==> config.mk <==
export PLATFORM = sky130hd
export DESIGN_NAME = uart_tx_feeder
export DESIGN_NICKNAME = d
export VERILOG_FILES = /design/src/rtl/uart_tx_feeder.sv
export SDC_FILE = /design/constraint.sdc
export NUM_CORES = 1
export LEC_CHECK = 0
export ABC_AREA = 1
export CAP_MARGIN = 40
export CORE_MARGIN = 3
export CORE_UTILIZATION = 63
export CTS_CLUSTER_DIAMETER = 150
export DETAILED_ROUTE_END_ITERATION = 7
export DONT_BUFFER_PORTS = 1
export PLACE_DENSITY = 0.79
export SLEW_MARGIN = 20
export SYNTH_ARGS = -nofsm -noshare
export SYNTH_HDL_FRONTEND = slang
export SYNTH_SLANG_ARGS = --single-unit
export TNS_END_PERCENT = 5
==> constraint.sdc <==
create_clock -name txclk -period 2.65 [get_ports txclk]
set_input_delay 0.265 -clock txclk [delete_from_list [all_inputs] [get_ports txclk]]
set_output_delay 0.265 -clock txclk [all_outputs]
set_load 0.02 [all_outputs]
==> src/rtl/uart_tx_feeder.sv <==
// Word FIFO and loader for the 18-bit UART transmitter.
// Words are handed over through the ld_tx_data/tx_busy handshake, with an optional idle gap.
module uart_tx_feeder #(
  parameter int unsigned WIDTH = 18,
  parameter int unsigned DEPTH = 8,
  parameter int unsigned GAP   = 0
) (
  input  logic                       txclk,
  input  logic                       reset_n,
  input  logic [WIDTH-1:0]           wr_data_i,
  input  logic                       wr_en_i,
  input  logic                       clr_err_i,
  input  logic                       tx_busy_i,
  output logic                       ld_tx_data_o,
  output logic [WIDTH-1:0]           tx_data_o,
  output logic                       full_o,
  output logic                       empty_o,
  output logic [$clog2(DEPTH+1)-1:0] level_o,
  output logic                       overflow_o,
  output logic                       tx_err_o,
  output logic                       idle_o
);

  localparam int unsigned PtrW = $clog2(DEPTH);
  localparam int unsigned LvlW = $clog2(DEPTH + 1);
  localparam logic [LvlW-1:0] LvlFull = LvlW'(DEPTH);
  localparam logic [7:0] GapInit = 8'(GAP);

  typedef enum logic [2:0] {
    StIdle,
    StLoad,
    StAck,
    StSend,
    StGap
  } state_e;

  state_e state_q, state_d;

  logic [WIDTH-1:0] mem_q [DEPTH];
  logic [PtrW-1:0]  wr_ptr_q, wr_ptr_d;
  logic [PtrW-1:0]  rd_ptr_q, rd_ptr_d;
  logic [LvlW-1:0]  level_q, level_d;
  logic [7:0]       gap_q, gap_d;
  logic [WIDTH-1:0] tx_data_q, tx_data_d;
  logic             ld_q, ld_d;
  logic             overflow_q, overflow_d;
  logic             tx_err_q, tx_err_d;

  logic full, empty, push, pop, tx_err_set;

  assign full  = (level_q == LvlFull);
  assign empty = (level_q == '0);
  // Fullness is judged before the edge, so a pop in the same cycle never makes room.
  assign push  = wr_en_i & ~full;

  // ---------------------------------------------------------------------------
  // FIFO storage and pointers
  // ---------------------------------------------------------------------------
  always_ff @(posedge txclk) begin
    if (push) begin
      mem_q[wr_ptr_q] <= wr_data_i;
    end
  end

  always_comb begin
    wr_ptr_d = wr_ptr_q;
    rd_ptr_d = rd_ptr_q;
    level_d  = level_q;
    if (push) begin
      wr_ptr_d = wr_ptr_q + PtrW'(1);
    end
    if (pop) begin
      rd_ptr_d = rd_ptr_q + PtrW'(1);
    end
    unique case ({push, pop})
      2'b10:   level_d = level_q + LvlW'(1);
      2'b01:   level_d = level_q - LvlW'(1);
      default: level_d = level_q;
    endcase
  end

  always_ff @(posedge txclk or negedge reset_n) begin
    if (!reset_n) begin
      wr_ptr_q <= '0;
      rd_ptr_q <= '0;
      level_q  <= '0;
    end else begin
      wr_ptr_q <= wr_ptr_d;
      rd_ptr_q <= rd_ptr_d;
      level_q  <= level_d;
    end
  end

  // ---------------------------------------------------------------------------
  // Loader FSM: state register
  // ---------------------------------------------------------------------------
  always_ff @(posedge txclk or negedge reset_n) begin
    if (!reset_n) begin
      state_q <= StIdle;
      gap_q   <= '0;
    end else begin
      state_q <= state_d;
      gap_q   <= gap_d;
    end
  end

  // ---------------------------------------------------------------------------
  // Loader FSM: next state
  // ---------------------------------------------------------------------------
  always_comb begin
    state_d    = state_q;
    gap_d      = gap_q;
    pop        = 1'b0;
    tx_err_set = 1'b0;
    unique case (state_q)
      StIdle: begin
        if (!empty && !tx_busy_i) begin
          state_d = StLoad;
          pop     = 1'b1;
        end
      end
      StLoad: begin
        state_d = StAck;
      end
      StAck: begin
        if (tx_busy_i) begin
          state_d = StSend;
        end else begin
          // Transmitter never took the word; it is dropped, not retried.
          tx_err_set = 1'b1;
          if (GAP == 0) begin
            state_d = StIdle;
          end else begin
            state_d = StGap;
            gap_d   = GapInit;
          end
        end
      end
      StSend: begin
        if (!tx_busy_i) begin
          if (GAP == 0) begin
            state_d = StIdle;
          end else begin
            state_d = StGap;
            gap_d   = GapInit;
          end
        end
      end
      StGap: begin
        gap_d = gap_q - 8'd1;
        if (gap_q <= 8'd1) begin
          state_d = StIdle;
          gap_d   = '0;
        end
      end
      default: begin
        state_d = StIdle;
        gap_d   = '0;
      end
    endcase
  end

  // ---------------------------------------------------------------------------
  // Loader FSM: outputs
  // ---------------------------------------------------------------------------
  always_comb begin
    tx_data_d  = tx_data_q;
    ld_d       = 1'b0;
    overflow_d = (wr_en_i & full) | (overflow_q & ~clr_err_i);
    tx_err_d   = tx_err_set | (tx_err_q & ~clr_err_i);
    if (pop) begin
      tx_data_d = mem_q[rd_ptr_q];
      ld_d      = 1'b1;
    end
  end

  always_ff @(posedge txclk or negedge reset_n) begin
    if (!reset_n) begin
      tx_data_q  <= '0;
      ld_q       <= 1'b0;
      overflow_q <= 1'b0;
      tx_err_q   <= 1'b0;
    end else begin
      tx_data_q  <= tx_data_d;
      ld_q       <= ld_d;
      overflow_q <= overflow_d;
      tx_err_q   <= tx_err_d;
    end
  end

  assign ld_tx_data_o = ld_q;
  assign tx_data_o    = tx_data_q;
  assign full_o       = full;
  assign empty_o      = empty;
  assign level_o      = level_q;
  assign overflow_o   = overflow_q;
  assign tx_err_o     = tx_err_q;
  assign idle_o       = empty & (state_q == StIdle);

  // Structural invariants of the handshake and the FIFO.
  a_ld_only_in_load : assert property (@(posedge txclk) disable iff (!reset_n)
    ld_q |-> (state_q == StLoad));
  a_level_bound : assert property (@(posedge txclk) disable iff (!reset_n)
    level_q <= LvlFull);
  a_no_pop_empty : assert property (@(posedge txclk) disable iff (!reset_n)
    pop |-> !empty);

endmodule

=== After elaboration in Yosys (flattened, before gate mapping) ===
Memories as Yosys holds them, arrays and structs flattened. A register that Yosys moved wholly into a read port is not among the register bits.
Cells that the tools add are included.

* Memory bits (read-only): 0
* Register bits: 24
* Bits in latches: 0
* Memories: 1
* Logic and storage cells: 58
* Bits in writable memories: 144

* Equality and inequality tests: 10
* Muxes and demuxes: 15
* Shifts and indexed selects: 0
* Order comparisons: 1
* Reduce and logical (&&, ||, !) cells: 9
* Bitwise logic cells: 9
* Div/mod/pow operators: 0
* Add/sub/neg operators: 5
* $mul: 0

{| class="wikitable"
|+ Memories
! name !! depth !! width !! read ports !! clocked after memory_dff !! write ports !! line !! text
|-
| mem_q || 8 || 18 || 1 || 1 || 1 || 39 || <nowiki>logic [WIDTH-1:0] mem_q [DEPTH];</nowiki>
|}

{| class="wikitable"
|+ Operators with widths
! operator !! number
|-
| case mux 8 bit (2 select lines) || 1
|-
| case mux 3 bit (5 select lines) || 1
|-
| two-way mux 3 bit || 3
|-
| <= comparator 8 x 1 -> 1 bit (second input constant) || 1
|-
| two-way mux 8 bit || 1
|-
| case mux 4 bit (2 select lines) || 1
|-
| subtractor 8 x 1 -> 8 bit (second input constant) || 1
|-
| two-way mux 1 bit || 7
|-
| adder 3 x 1 -> 3 bit (second input constant) || 2
|-
| equality test 3 x 2 -> 1 bit (second input constant) || 2
|-
| inequality test 2 bit (second input constant) || 3
|-
| bitwise AND 1 bit || 5
|-
| adder 4 x 1 -> 4 bit (second input constant) || 1
|-
| equality test 4 bit (second input constant) || 1
|-
| logical NOT 4 bit || 1
|-
| OR reduction 4 bit || 1
|-
| subtractor 4 x 1 -> 4 bit (second input constant) || 1
|-
| equality test 3 x 1 -> 1 bit (second input constant) || 1
|-
| equality test 3 bit (second input constant) || 1
|-
| logical NOT 1 bit || 3
|-
| logical NOT 3 bit || 1
|-
| AND reduction 3 bit || 1
|-
| equality test 2 x 1 -> 1 bit (second input constant) || 1
|-
| equality test 2 bit (second input constant) || 1
|-
| other kinds (5) || 7
|}

=== Depth between registers and ports, before layout ===
Gate-level depths: netlist (run 1).

* Word-level depth: 7
* Gate-level depth with buffers: 14
* Gate-level depth less buffers: 13

=== Worst setup path before layout (run 1) ===
OpenSTA, ideal clock, no wires.

* Path type: register -> register
* Start point: register level_q[1] (netlist: level_o[1])
* End point: memory mem_q[4][0] (enable)
* Cell stages (with the launch flop): 6
* Path slack: 0.445 ns
* Setup time: 0.392 ns
* Arrival: 1.812 ns
* Path through: dfrtp_1 > nor2_2 > nand3_1 > nand2_2 > or2_4 > nor2_1

* Longest elaborated chain between the ends: 5

{| class="wikitable"
|+ RTL lines
! what !! line !! text
|-
| start: declaration || 42 || <nowiki>logic [LvlW-1:0] level_q, level_d;</nowiki>
|-
| start signal: assignment || 90 || <nowiki>level_q <= level_d;</nowiki>
|-
| equality test 4 bit || 51 || <nowiki>assign full = (level_q == LvlFull);</nowiki>
|-
| inverter 1 bit || 54 || <nowiki>assign push = wr_en_i & ~full;</nowiki>
|-
| bitwise AND 1 bit || 54 ||
|-
| two-way mux 1 bit || 60 || <nowiki>if (push) begin</nowiki>
|-
| two-way mux 1 bit (not written as such) || 61 || <nowiki>mem_q[wr_ptr_q] <= wr_data_i;</nowiki>
|-
| end: declaration || 39 ||
|}

Every way passes these cells.

=== Worst setup path after layout (run 1) ===
* Start point: register level_q[1] (netlist: level_o[1])
* End point: register level_q[2] (netlist: level_o[2])

* Longest elaborated chain between the ends: 7
* Elaborated cells on any way between the ends: 14

{| class="wikitable"
|+ RTL lines
! what !! line !! text
|-
| logical NOT 4 bit || 52 || <nowiki>assign empty = (level_q == '0);</nowiki>
|-
| logical NOT 1 bit || 117 || <nowiki>if (!empty && !tx_busy_i) begin</nowiki>
|-
| logical AND 1 bit || 117 ||
|-
| two-way mux 1 bit || 117 ||
|-
| two-way mux 1 bit || 115 || <nowiki>unique case (state_q)</nowiki>
|-
| equality test 2 x 1 -> 1 bit or equality test 2 bit (tied branches) || 75 || <nowiki>unique case ({push, pop})</nowiki>
|-
| case mux 4 bit (2 select lines) or nonzero test 2 bit (tied branches) || -- ||
|}

Parallel ways exist; a longest one is shown, timed or not.
A chain may end at the register's enable or synchronous reset.

==> results.cfg, run 1 <==
[clock_network]
ctsLongestPathBuffers = 2
cts.sink_count = 177
cts_tree = done
cts_root_buf = clkbuf_16
htreeDepth = 4
clock_latency_ps = 420
cts_resized = 0
cts_setup_buffers = 0
cts.clk_slew.worst_paths_ps = 70
numCtsBuffers = 17

[grt]
grt_pass1_vias = 4613
grt_start_max_net_pins = 74
antenna_found_initial = 0
grt_use_total_pct = 24.1
grt_overflow_total = 0
grt_pass1_wl_um = 23300

[critical_path]
worst-path-buf-inv = 0
crit_path_max_incr_delay_ps = 520
cp_max_fo = 6
critPathLaunchType = register
end_kind = register
path_delay_family = simple AND/OR/NAND/NOR gates
crit_slowest_cell = dfrtp_1
crit_required_ps = 2990
crit_type = register to register
cp_data_arrival_time_ps = 2560
path_cells = nor2_2 > nand3_1 > nand2_2 > ha_1 > nor2_1 > nor2_1 > ha_1 > a21oi_1 > or2_2 > a31oi_1

[sta]
final_hold_viol_count = 0
post-route-period-util_pct = 84.0
fin_skew_ps = 7.93
setup_violations = 0
timing.final.crit_period_ps = 2230
fmaxAchievable_mhz = 449
rsz0062_at_grt = false
tightest_slew_ps = 658
slew_violations = 0
slew_headroom_pct = 55.8
finalSetupTns_ps = 0

[yosys]
yosysTopAreaCell = edfxtp_1
synth.net_count = 625
ys_warn_count = 0
synthArstFlopShare_pct = 18.6
synth_area_leaders = edfxtp_1 (60%), dfrtp_1 (12%), nor2_1 (8.2%)
synth_area_per_cell_um2 = 12.0
netlist.area_leader.share_pct = 60.4
synth_cell_types = 26
synth_commonest_cells = nor2_1 (157), edfxtp_1 (144), nand2_1 (60), nand3_1 (58), o21ai_0 (45)
synth_ff_type = edfxtp_1
synth_seq_area_share_pct = 71.9
synth_edf_count = 144
synth_cells = 597
synth_most_common_cell = nor2_1
netlist_area_um2 = 7160
ys_ff_latch = 177

[routing]
totalWireLength_um = 14700
drc = 0
vias_per_cell = 5.89
via_count = 4594
ant_nets = 0
initialDrtViolationCount = 433
firstDrtPassIters = 5
wire_per_inst_um = 18.9

[die]
start_util_pct = 65.2
die_area_um2 = 12700
core_area_um2 = 11000
rows = 38
die_height_um = 113
ios = 51
fp.dieW_um = 113

[final_layout]
finish.utilization_pct = 73.2
diodes = 0
layout-drive-gt1-share_pct = 9.22
nNetsFinal = 655
syn_to_final_growth_pct = 12.2

[placed_design]
dp_hpwl_um = 8230
gp_congestion = 0.846
io_buffer_count = 0

[job]
max_cap_viol_count = 0

[hold_path]
hp-class = primary input to register

[power]
power.leakage_nw = 3.01
p_per_area_nw_per_um2 = 1140
peakVddDrop_mv = 0.729

[status]
status = complete, no violations
==> report_power, final <==
group	leakage, nW	internal, mW	total (mW)	switching [mW]
logic	1.02	0.843	2.64	1.80
clock network	0.280	1.40	2.43	1.04
registers	1.71	3.57	4.11	0.541
total	3.01	5.81	9.19	3.37
==> worst register-to-register path: stages, from the launching register on <==
cell,delay (ps)
dfrtp_1,520
nor2_2,210
nand3_1,120
nand2_2,140
ha_1,210
nor2_1,60
nor2_1,180
ha_1,190
a21oi_1,60
or2_2,310
a31oi_1,140
==> registers in the layout, indices dropped and copies added, names as in the netlist <==
signal	flops
wr_ptr_q	3
tx_err_o	1
ld_tx_data_o	1
tx_data_o	18
mem_q	144
overflow_o	1
rd_ptr_q	3
state_q	2
level_o	4
==> final timing paths <==
| kind | to | slack (ps) | cells past startpoint | start |
|---|---|---|---|---|
| min in group asynchronous | level_o[2]$_DFFE_PN0P_ | 300 | 2 | reset_n |
| max | level_o[2]$_DFFE_PN0P_ | 420 | 10 | level_o[1]$_DFFE_PN0P_ |
| min reg2reg | state_q[1]$_DFFE_PN0P_ | 500 | 1 | state_q[1]$_DFFE_PN0P_ |
| max reg2reg | level_o[2]$_DFFE_PN0P_ | 420 | 10 | level_o[1]$_DFFE_PN0P_ |
| max in group asynchronous | rd_ptr_q[0]$_DFFE_PN0P_ | 2150 | 2 | reset_n |
| min | state_q[1]$_DFFE_PN0P_ | 60 | 2 | tx_busy_i |
==> metrics by stage <==
step           total power, mW  setup WS (ps)  cell area (um2)  instances  hold WS, ps
3_3_place_gp              6.53            631             7210        725        -29.8
6_report                  9.19            425             8040        780         58.4
3_5_place_dp              6.70            462             7210        725        -29.8
2_1_floorplan             6.21            445             7160        597        -30.6
5_1_grt                   9.71            257             8040        780         57.0
4_1_cts                   9.19            446             8040        780         39.2
==> cells by family (layout without fill, tap and decap cells) <==
| kind of cell | after synthesis | after routing | synth area share (%) |
|---|---|---|---|
| AO/OA/AOI/OAI | 81 | 81 | 5.73 |
| flip-flops | 177 | 177 | 71.9 |
| XOR/XNOR | 5 | 5 | 0.612 |
| buffers and inverters | 47 | 90 | 4.74 |
| AND/OR/NAND/NOR | 282 | 282 | 16.1 |
| adder cells (fa/ha/maj) | 5 | 5 | 0.874 |
==> final cells by class <==
type,count,area (um2)
Clock buffer,17,425
Clock inverter,15,158
Fill cell,672,2950
Inverter,18,75.1
Multi-Input combinational cell,373,1670
Sequential cell,177,5150
Tap cell,140,175
Timing Repair Buffer,40,380
==> cells in the final DEF, fill, tap and decap left out, types with 2 or more instances in the layout <==
cell type,synthesis,final
a21oi_1,2,2
buf_12,0,2
buf_4,5,16
bufinv_16,0,2
clkbuf_16,0,17
clkinv_1,0,2
clkinv_4,0,3
clkinvlp_4,0,2
dfrtp_1,33,32
dlygate4sd3_1,0,22
edfxtp_1,144,144
ha_1,5,5
inv_1,14,14
inv_2,2,2
inv_6,1,6
nand2_1,60,60
nand2_2,2,2
nand3_1,58,58
nor2_1,157,157
o21ai_0,45,45
o21ai_1,32,32
xnor2_1,2,2
xor2_1,3,3
==> per-layer routing <==
layer	up-vias	routed length, um	global-route usage [%]
met3	16	1160	5.77
met5	-	0	0
met4	0	165	6.25
met2	215	7300	39.8
li1	2121	-	-
met1	2242	6070	32.7
==> repair_timing <==
item                       4_1_cts  5_1_grt
setup endpoints to repair        0        0
hold endpoints to repair       179        0
hold buffers                    23        0
No activity file was read; power rests on OpenSTA's default activity.
==> run 2, diff against run 1 <==
--- a/config.mk
+++ b/config.mk
@@ -5,14 +5,14 @@
 export SDC_FILE = /design/constraint.sdc
 export NUM_CORES = 1
 export LEC_CHECK = 0
-export ABC_AREA = 1
+export ABC_AREA = 0
 export CAP_MARGIN = 40
 export CORE_MARGIN = 3
-export CORE_UTILIZATION = 63
+export CORE_UTILIZATION = 62
 export CTS_CLUSTER_DIAMETER = 150
 export DETAILED_ROUTE_END_ITERATION = 7
 export DONT_BUFFER_PORTS = 1
-export PLACE_DENSITY = 0.79
+export PLACE_DENSITY = 0.78
 export SLEW_MARGIN = 20
 export SYNTH_ARGS = -nofsm -noshare
 export SYNTH_HDL_FRONTEND = slang
==> constraint.sdc (replaced) <==
create_clock -name txclk -period 2.1 [get_ports txclk]
set_input_delay 0.21 -clock txclk [delete_from_list [all_inputs] [get_ports txclk]]
set_output_delay 0.21 -clock txclk [all_outputs]
set_load 0.02 [all_outputs]
==> run 2 against run 1 <==
Compared with the run above:
- the run now ends with setup timing left
- total power increased by 31%
- combinational power increased by 25%
- clock skew about the same
- critical path depth unchanged
- die area decreased by 3.5%
- global-route usage increased by 0.089 points
- first-iteration DRC count decreased by 18%
- maximum frequency increased by 5.9%
- worst hold slack improved by 75 ps
- routed wire length decreased by 6.8%
- final cell count decreased by 27%
==> results.cfg, run 2 <==
[status]
status = finished with violations
violations = setup timing

[die]
fp.dieW_um = 111
die_area_um2 = 12200
rows = 37
ios = 51
die_height_um = 111
core_area_um2 = 10500
start_util_pct = 64.6

[clock_network]
clock_latency_ps = 530
cts.clk_slew.worst_paths_ps = 60
htreeDepth = 4
cts_tree = done
numCtsBuffers = 17
cts_root_buf = clkbuf_8
ctsLongestPathBuffers = 2
cts.sink_count = 177

[critical_path]
crit_required_ps = 2510
crit_type = register to register
r2r_slack_ps = -1
cp_max_fo = 4
critPathLaunchType = register
end_kind = register
cp_data_arrival_time_ps = 2510
reg2reg_depth = 10
path_cells = nor4_4 > or4_4 > inv_4 > ha_4 > xor2_2 > ha_2 > a21oi_2 > xor2_1 > nor2_1 > xor2_1
rr_endpoint = level_o[2]$_DFFE_PN0P_
timing.rr.start = level_o[3]$_DFFE_PN0P_
cp_common_cell = xor2_1
path_delay_family = simple AND/OR/NAND/NOR gates
crit_slowest_cell = dfrtp_2
worst-path-buf-inv = 1
crit_path_max_incr_delay_ps = 440

[yosys]
synth_cell_types = 31
synth_commonest_cells = edfxtp_1 (144), mux4_2 (36), nand2_1 (34), dfrtp_1 (33), mux2i_1 (18)
synth_area_per_cell_um2 = 19.7
netlist_area_um2 = 6790
yosysTopAreaCell = edfxtp_1
ys_ff_latch = 177
synth_ff_type = edfxtp_1
synth_area_leaders = edfxtp_1 (64%), dfrtp_1 (12%), mux4_2 (12%)
synthArstFlopShare_pct = 18.6
synth_seq_area_share_pct = 75.9
synth.net_count = 373
netlist.area_leader.share_pct = 63.7
synth_most_common_cell = edfxtp_1
synth_cells = 345
ys_warn_count = 0
synth_edf_count = 144

[power]
power_mw = 12.0
peakVddDrop_mv = 1.16
power.leakage_nw = 2.95
p_per_area_nw_per_um2 = 1460

[grt]
grt_overflow_total = 0
grt_start_max_net_pins = 40
grt_pass1_vias = 3808
antenna_found_initial = 0
grt_use_total_pct = 24.2
grt_pass1_wl_um = 21800

[routing]
drc = 0
firstDrtPassIters = 4
ant_nets = 0
via_count = 3490
initialDrtViolationCount = 353
vias_per_cell = 6.17
totalWireLength_um = 13700
wire_per_inst_um = 24.2

[sta]
final_hold_viol_count = 0
fmaxAchievable_mhz = 476
hold_ws_ps = 134
rsz0062_at_grt = true
finalWorstSetupSlack_ps = -1.24
timing.final.crit_period_ps = 2100
fin_skew_ps = 8.26
setup_violations = 1
post-route-period-util_pct = 100
tightest_slew_ps = 512
slew_headroom_pct = 65.9
slew_violations = 0

[job]
max_cap_viol_count = 0

[final_layout]
diodes = 0
syn_to_final_growth_pct = 21.1
largest_reg_flops = 144
layout-drive-gt1-share_pct = 30.5
final_common_cell = edfxtp_1
nNetsFinal = 445
final_cell_mix = edfxtp_1 (144), buf_4 (42), mux4_2 (36)
regMostFlops = mem_q
finalInstanceArea_um2 = 8220

[placed_design]
io_buffer_count = 0
gp_congestion = 0.752
dp_hpwl_um = 7950
dpl_cell_area_um2 = 7240

[hold_path]
hp-class = primary input to asynchronous set/reset pin
-- run 2: cell count changes after synthesis, moves of 18 or more --
cell / previous run / this run
o21ai_1: 32 / 9
mux4_2: 0 / 36
nand3_1: 58 / 0
nand2_1: 60 / 34
mux2i_1: 0 / 18
nor2_1: 157 / 8
o21ai_0: 45 / 12
-- run 2: worst max-delay path by stage --
stage / endpoint / start / depth (start not counted) / slack, ps
4_1_cts: level_o[2]$_DFFE_PN0P_ / level_o[3]$_DFFE_PN0P_ / 10 / -1
6_report: level_o[2]$_DFFE_PN0P_ / level_o[3]$_DFFE_PN0P_ / 10 / -1
2_1_floorplan: level_o[2]$_DFFE_PN0P_ / level_o[0]$_DFFE_PN0P_ / 10 / -180
3_5_place_dp: level_o[2]$_DFFE_PN0P_ / level_o[1]$_DFFE_PN0P_ / 10 / -10
5_1_grt: level_o[2]$_DFFE_PN0P_ / level_o[3]$_DFFE_PN0P_ / 10 / -110
3_3_place_gp: level_o[2]$_DFFE_PN0P_ / level_o[1]$_DFFE_PN0P_ / 10 / 40
-- run 2: final cells by class --
cell class,count,area (um2)
flip-flops and latches,177,5160
fillers,542,2280
multi-input cells,149,1610
repair buffers,67,596
clock buffers,21,439
clock inverters,11,233
well taps,136,170
inverters,5,23.8
-- run 2: logic make-up (layout without fill, tap and decap cells) --
family | count (synthesis) | in the layout | synth area share (%)
mux | 55 | 55 | 14.8
compound gates | 25 | 25 | 1.92
xor+xnor | 8 | 8 | 1.03
buf+inv | 19 | 104 | 1.62
flops | 177 | 177 | 75.9
fa+ha+maj | 5 | 5 | 0.921
simple gates | 56 | 56 | 3.89
-- run 2: per-layer routing --
| metal | vias to the layer above | GRT usage [%] | wire, um |
|---|---|---|---|
| li1 | 1502 | - | - |
| met5 | - | 0 | 0 |
| met1 | 1834 | 31.8 | 5490 |
| met4 | 0 | 9.20 | 300 |
| met2 | 128 | 39.4 | 7110 |
| met3 | 26 | 6.47 | 803 |
-- run 2: what timing repair did --
action	4_1_cts	5_1_grt
buffers inserted	6	0
hold endpoints to repair	182	0
setup endpoints to repair	2	3
hold buffers	23	0
pin swaps	5	2
gates resized for setup	0	5
-- run 2: power breakdown --
group / internal [mW] / switching, mW
Sequential: 4.55 / 0.653
Clock: 2.32 / 1.21
Combinational: 1.58 / 1.71
Total: 8.45 / 3.58
-- run 2: stage by stage --
| step | util [%] | cells | worst slack (ps) | setup TNS (ps) |
|---|---|---|---|---|
| after global placement | 68.9 | 505 | 40.1 | 0 |
| after global routing | 78.3 | 566 | -114 | -196 |
| after CTS | 78.0 | 566 | -0.997 | -0.997 |
| after floorplan | - | 345 | -180 | -19440 |
| after detailed placement | 68.9 | 505 | -9.89 | -9.89 |
| final | 78.3 | 566 | -1.24 | -1.24 |
